$ cat src/rtl/muldiv_pkg.sv
// Shared encodings for the iterative multiply/divide unit: op codes, FSM states, counter sizing.
package muldiv_pkg;

  localparam logic [2:0] OP_MULT  = 3'd0;
  localparam logic [2:0] OP_MULTU = 3'd1;
  localparam logic [2:0] OP_DIV   = 3'd2;
  localparam logic [2:0] OP_DIVU  = 3'd3;
  localparam logic [2:0] OP_MTHI  = 3'd4;
  localparam logic [2:0] OP_MTLO  = 3'd5;

  typedef enum logic [1:0] {
    StIdle = 2'd0,
    StRun  = 2'd1,
    StFix  = 2'd2
  } state_e;

  // Iteration counter width for a given operand width; never narrower than one bit.
  function automatic int unsigned cnt_width(int unsigned width);
    return (width > 1) ? $clog2(width) : 1;
  endfunction

  localparam int unsigned DefaultWidth = 32;
  localparam int unsigned DefaultCntW  = cnt_width(DefaultWidth);

endpackage

$ cat src/rtl/muldiv_step.sv
// One iteration of the unit: shift-add multiply step or restoring-divide step on a 2*WIDTH
// accumulator ({upper, lower}).
module muldiv_step #(
  parameter int unsigned WIDTH = 32
) (
  input  logic [2*WIDTH-1:0] acc_in,
  input  logic [WIDTH-1:0]   operand,
  input  logic               is_div,
  output logic [2*WIDTH-1:0] acc_out
);

  logic [WIDTH:0] sum;
  logic [WIDTH:0] rem_sh;
  logic [WIDTH:0] diff;

  always_comb begin
    // Multiply: lower half holds the remaining multiplier bits, LSB first.
    sum     = {1'b0, acc_in[2*WIDTH-1:WIDTH]} + (acc_in[0] ? {1'b0, operand} : '0);
    // Divide: shift the partial remainder left by one, pulling in the next dividend bit.
    rem_sh  = acc_in[2*WIDTH-1:WIDTH-1];
    diff    = rem_sh - {1'b0, operand};
    acc_out = '0;
    if (is_div) begin
      if (!diff[WIDTH]) begin
        acc_out = {diff[WIDTH-1:0], acc_in[WIDTH-2:0], 1'b1};
      end else begin
        acc_out = {rem_sh[WIDTH-1:0], acc_in[WIDTH-2:0], 1'b0};
      end
    end else begin
      acc_out = {sum, acc_in[WIDTH-1:1]};
    end
  end

endmodule

$ cat src/rtl/muldiv_unit.sv
// Iterative MULT/MULTU/DIV/DIVU unit with HI/LO and MTHI/MTLO; one result bit per cycle.
// Optional MULDIV_ABORT_EN lets abort cancel an in-flight operation.
module muldiv_unit
  import muldiv_pkg::*;
#(
  parameter int unsigned WIDTH = 32
) (
  input  logic             clk,
  input  logic             reset_n,
  input  logic             start,
  input  logic [2:0]       op,
  input  logic [WIDTH-1:0] a,
  input  logic [WIDTH-1:0] b,
  input  logic             abort,
  output logic             busy,
  output logic             done,
  output logic [WIDTH-1:0] hi,
  output logic [WIDTH-1:0] lo,
  output logic             div0
);

  localparam int unsigned CntW = cnt_width(WIDTH);
  localparam logic [CntW-1:0] LastCnt = CntW'(WIDTH - 1);

`ifdef MULDIV_ABORT_EN
  localparam bit AbortEn = 1'b1;
`else
  localparam bit AbortEn = 1'b0;
`endif

  state_e             state;
  logic [CntW-1:0]    cnt;
  logic [2*WIDTH-1:0] acc;
  logic [2*WIDTH-1:0] acc_step;
  logic [WIDTH-1:0]   operand;
  logic [WIDTH-1:0]   a_orig;
  logic               is_div;
  logic               res_neg;
  logic               rem_neg;
  logic               b_zero;

  logic               is_muldiv;
  logic               signed_op;
  logic               div_op;
  logic               a_neg;
  logic               b_neg;
  logic [WIDTH-1:0]   a_mag;
  logic [WIDTH-1:0]   b_mag;
  logic               abort_hit;
  logic [2*WIDTH-1:0] prod_fix;
  logic [WIDTH-1:0]   quot_fix;
  logic [WIDTH-1:0]   rem_fix;

  always_comb begin
    is_muldiv = ~op[2];
    signed_op = (op == OP_MULT) || (op == OP_DIV);
    div_op    = (op == OP_DIV) || (op == OP_DIVU);
    a_neg     = signed_op & a[WIDTH-1];
    b_neg     = signed_op & b[WIDTH-1];
    a_mag     = a_neg ? -a : a;
    b_mag     = b_neg ? -b : b;
    abort_hit = AbortEn && abort && (state != StIdle);
    prod_fix  = res_neg ? -acc : acc;
    quot_fix  = res_neg ? -acc[WIDTH-1:0] : acc[WIDTH-1:0];
    rem_fix   = rem_neg ? -acc[2*WIDTH-1:WIDTH] : acc[2*WIDTH-1:WIDTH];
  end

  muldiv_step #(
    .WIDTH(WIDTH)
  ) u_step (
    .acc_in (acc),
    .operand(operand),
    .is_div (is_div),
    .acc_out(acc_step)
  );

  always_ff @(posedge clk) begin
    if (!reset_n) begin
      state   <= StIdle;
      cnt     <= '0;
      acc     <= '0;
      operand <= '0;
      a_orig  <= '0;
      is_div  <= 1'b0;
      res_neg <= 1'b0;
      rem_neg <= 1'b0;
      b_zero  <= 1'b0;
      busy    <= 1'b0;
      done    <= 1'b0;
      hi      <= '0;
      lo      <= '0;
      div0    <= 1'b0;
    end else begin
      done <= 1'b0;
      unique case (state)
        StIdle: begin
          if (start && is_muldiv) begin
            state   <= StRun;
            busy    <= 1'b1;
            cnt     <= '0;
            div0    <= 1'b0;
            is_div  <= div_op;
            res_neg <= a_neg ^ b_neg;
            rem_neg <= a_neg;
            b_zero  <= (b == '0);
            a_orig  <= a;
            // Multiplier sits in the low half; dividend likewise for the divide.
            acc     <= {{WIDTH{1'b0}}, div_op ? a_mag : b_mag};
            operand <= div_op ? b_mag : a_mag;
          end else if (start && op == OP_MTHI) begin
            hi <= a;
          end else if (start && op == OP_MTLO) begin
            lo <= a;
          end
        end
        StRun: begin
          if (abort_hit) begin
            state <= StIdle;
            busy  <= 1'b0;
          end else begin
            acc <= acc_step;
            cnt <= cnt + 1'b1;
            if (cnt == LastCnt) begin
              state <= StFix;
            end
          end
        end
        StFix: begin
          state <= StIdle;
          busy  <= 1'b0;
          if (!abort_hit) begin
            done <= 1'b1;
            if (!is_div) begin
              {hi, lo} <= prod_fix;
            end else if (b_zero) begin
              lo   <= '1;
              hi   <= a_orig;
              div0 <= 1'b1;
            end else begin
              lo <= quot_fix;
              hi <= rem_fix;
            end
          end
        end
        default: begin
          state <= StIdle;
          busy  <= 1'b0;
        end
      endcase
    end
  end

endmodule

$ cat config.mk
export PLATFORM = sky130hd
export DESIGN_NAME = muldiv_unit
export DESIGN_NICKNAME = d
export VERILOG_FILES = /design/src/rtl/muldiv_pkg.sv /design/src/rtl/muldiv_step.sv /design/src/rtl/muldiv_unit.sv
export SDC_FILE = /design/constraint.sdc
export NUM_CORES = 1
export LEC_CHECK = 0
export BUFFER_PORTS_ARGS = -buffer_cell sky130_fd_sc_hd__buf_2
export CORE_UTILIZATION = 45
export CTS_BUF_LIST = sky130_fd_sc_hd__clkbuf_8
export DETAILED_ROUTE_END_ITERATION = 16
export PLACE_DENSITY = 0.68
export SYNTH_ARGS = -nofsm -noshare
export SYNTH_HDL_FRONTEND = slang
export SYNTH_SLANG_ARGS = --single-unit
$ cat constraint.sdc
create_clock -name clk -period 9 [get_ports clk]
set_clock_uncertainty 0.2 [all_clocks]
set_input_delay 1.35 -clock clk [delete_from_list [all_inputs] [get_ports clk]]
set_output_delay 1.35 -clock clk [all_outputs]
set_load 0.02 [all_outputs]
==> flow_metrics.py <==
metrics = {
    "route": {
        "vias_per_cell": 6.403,
        "wl_per_cell_um": 23.44,
        "num_vias": 17950,
        "drtPass1Iterations": 6,
        "drt_iter0_markers": 1838,
        "wl_um": 65720,
        "route.detailed.drc": 0,
        "detail-route-antenna-nets": 0,
    },
    "cts": {
        "post_cts_resized": 0,
        "cts_buffers": 41,
        "post_cts_buffers": 0,
        "cts_hold_buf": 0,
        "h-tree-depth": 2,
        "cts_sinks": 206,
        "clk_pin_slew_worst_paths_ns": 0.06,
        "clock_latency_ns": 0.63,
        "clk_path_buf_depth": 3,
        "tritoncts": "done",
        "clockRootBuffer": "clkbuf_8",
    },
    "cells_and_area": {
        "area_delta_synth_final_pct": 10.22,
        "drive_gt1_frac": 0.1208,
        "final_cell_area_um2": 18400,
        "final_util": 0.5038,
        "fin_nets": 2446,
    },
    "critical_path": {
        "worstSetupEndpointType": "flip-flop",
        "cp-start-kind": "flip-flop",
        "cp.required_ns": 9.29,
        "arrival_ns": 4.89,
        "critPathKind": "reg -> reg",
        "path_max_fanout": 14,
    },
    "timing": {
        "setup_viol": 0,
        "final.setup.tns_ns": 0,
        "slew_violations": 0,
        "finalCritPeriodShare": 0.5105,
        "rsz0062_at_grt": "false",
        "fmax_mhz": 217.7,
        "hold_violations": 0,
        "worst_slew_pin_slew_ns": 1.173,
        "period_needed_ns": 4.594,
        "final.setup.worst_slack_ns": 4.406,
        "relSlewSlack": 0.2173,
    },
    "placed_design": {
        "place_congestion": 0.9742,
        "io_buffers": 136,
        "dp_slack_ns": 4.479,
        "placed_area_um2": 17470,
        "hpwl_um": 47960,
    },
    "synth": {
        "synth-seq-area-share": 0.2470,
        "synth.distinct_cells": 78,
        "synthArstFlopShare": 0,
        "synth-seq-cells": 206,
        "avgSynthCellArea_um2": 7.306,
        "synth_area_um2": 16690,
        "synthFlopType": "dfxtp_1",
        "synth_edf_count": 0,
        "synth.net_count": 2428,
        "synth_cells": 2285,
        "yosys_warnings": 0,
    },
    "global_routing": {
        "overflow": 0,
        "antenna_found_initial": 2,
        "grt_max_degree": 69,
        "grtUsageTotal": 0.3401,
        "grt_first_pass_wirelength_um": 99780,
        "grt_pass1_vias": 16970,
    },
    "pwr": {
        "power.share.clock": 0.395,
        "p_sw_frac": 0.3505,
        "power_frac_comb": 0.247,
        "p_int_w": 0.001828,
        "p_total_w": 0.002815,
        "seqPwrFrac": 0.358,
        "p_switching_w": 0.0009865,
        "peakVddDrop_mv": 0.1182,
        "leakage_nw": 7.359,
        "pwr_density_cell_nw_per_um2": 153.0,
    },
    "job": {
        "maxCapViolCount": 0,
    },
    "floorplan": {
        "die_area_um2": 37870,
        "rows": 70,
        "start_util": 0.4571,
        "core-area_um2": 36520,
        "die_w_um": 194.6,
        "die_y_um": 194.6,
        "io_pins": 138,
    },
    "worst_hold_path": {
        "hold_path_class": "reg -> reg",
    },
    "outcome": {
        "status": "complete, no violations",
    },
}
## placed cells by master (no fill, tap or decap), drive strengths merged, types with 29 or more instances in the layout
cell type / count
nand2: 339
o21ai: 147
o211ai: 44
a211oi: 52
xor2: 66
nor2: 177
clkbuf: 55
nand3: 33
o221ai: 56
ha: 70
xnor2: 110
inv: 67
a21oi: 234
or3: 29
a21o: 35
nor3: 45
mux2i: 59
buf: 160
dfxtp: 206
## power groups by stage
stage / sequential (W) / clock (W) / combinational [W]
3_5_place_dp: 0.00103 / 0 / 0.000676
4_1_cts: 0.00101 / 0.00111 / 0.000678
6_report: 0.00101 / 0.00111 / 0.000695
3_3_place_gp: 0.00102 / 0 / 0.000666
5_1_grt: 0.00101 / 0.00115 / 0.000748
2_1_floorplan: 0.00100 / 0 / 0.000476
## registers in the layout, summed over array words and instances (netlist names), 2 cells and up
register,count
cnt,5
acc,64
a_orig,32
hi,32
operand,32
state,2
lo,32
## through the flow
step	hold WS [ns]	std cells
after CTS	0.2489	2802
after detailed placement	0.2409	2728
after global routing	0.2661	2802
final	0.2478	2803
after floorplan	0.2147	2285
after global placement	0.2316	2728
## Yosys cell counts, types with 22 or more instances
| cell | number | area share |
|---|---|---|
| inv_1 | 57 | 0.013 |
| nand2b_1 | 27 | 0.010 |
| clkbuf_1 | 161 | 0.036 |
| o211ai_1 | 44 | 0.020 |
| a211oi_1 | 52 | 0.023 |
| a31oi_1 | 23 | 0.0086 |
| nor3_1 | 45 | 0.013 |
| nand3_1 | 33 | 0.0099 |
| nor2_1 | 176 | 0.040 |
| o21ai_0 | 142 | 0.043 |
| o31ai_1 | 25 | 0.011 |
| xnor2_1 | 110 | 0.058 |
| mux2i_1 | 59 | 0.035 |
| xor2_1 | 66 | 0.035 |
| nand2_1 | 339 | 0.076 |
| a21o_1 | 35 | 0.016 |
| or3_1 | 24 | 0.0090 |
| dfxtp_1 | 206 | 0.25 |
| a21oi_1 | 234 | 0.070 |
| ha_1 | 70 | 0.052 |
| mux2_2 | 22 | 0.015 |
| o221ai_1 | 56 | 0.029 |
## path summary, 6_finish.rpt
check / start / endpoint / slack (ns) / cells after the start
worst max-delay path: acc[31] / acc[57] / 4.41 / 13
worst min-delay path: lo[14] / lo[14] / 0.25 / 2
worst max register to register: acc[31] / acc[57] / 4.41 / 13
worst min register to register: lo[14] / lo[14] / 0.25 / 2
## worst max-delay path, cell delays in order, from the launching register on
cell,delay [ns]
dfxtp_1,0.34
inv_1,0.20
ha_1,0.23
fa_1,0.22
nor2b_1,0.07
o31ai_1,0.42
a31oi_1,0.33
o21ba_2,0.31
o311a_1,0.36
o21a_1,0.40
nor2_2,0.52
buf_4,0.40
o22ai_1,0.14
a221o_1,0.32
## kinds of logic after synthesis
kind of cell | share of synthesized area
multiplexers | 0.05022
AO/OA/AOI/OAI | 0.2963
XOR/XNOR | 0.09234
AND/OR/NAND/NOR | 0.2034
adder cells (fa/ha/maj) | 0.05486
buffers and inverters | 0.05584
flip-flops | 0.2470
## metal layers
| layer | track usage | vias up | share of wire |
|---|---|---|---|
| li1 | - | 8355 | - |
| met1 | 0.4408 | 8514 | 0.42 |
| met2 | 0.5400 | 891 | 0.45 |
| met3 | 0.05587 | 188 | 0.085 |
| met4 | 0.1814 | 0 | 0.054 |
| met5 | 0 | - | 0 |
## layout make-up
type                    instances  area [um2]
diodes                          1       2.502
clock buffers                  55       757.0
clock inverters                19       171.4
fillers                      3674       18120
inverters                      59       224.0
multi-input cells            1835       11670
flip-flops and latches        206        4128
well taps                     468       585.6
repair buffers                160       860.8
Note: power is estimated with default switching activity, not from simulation.
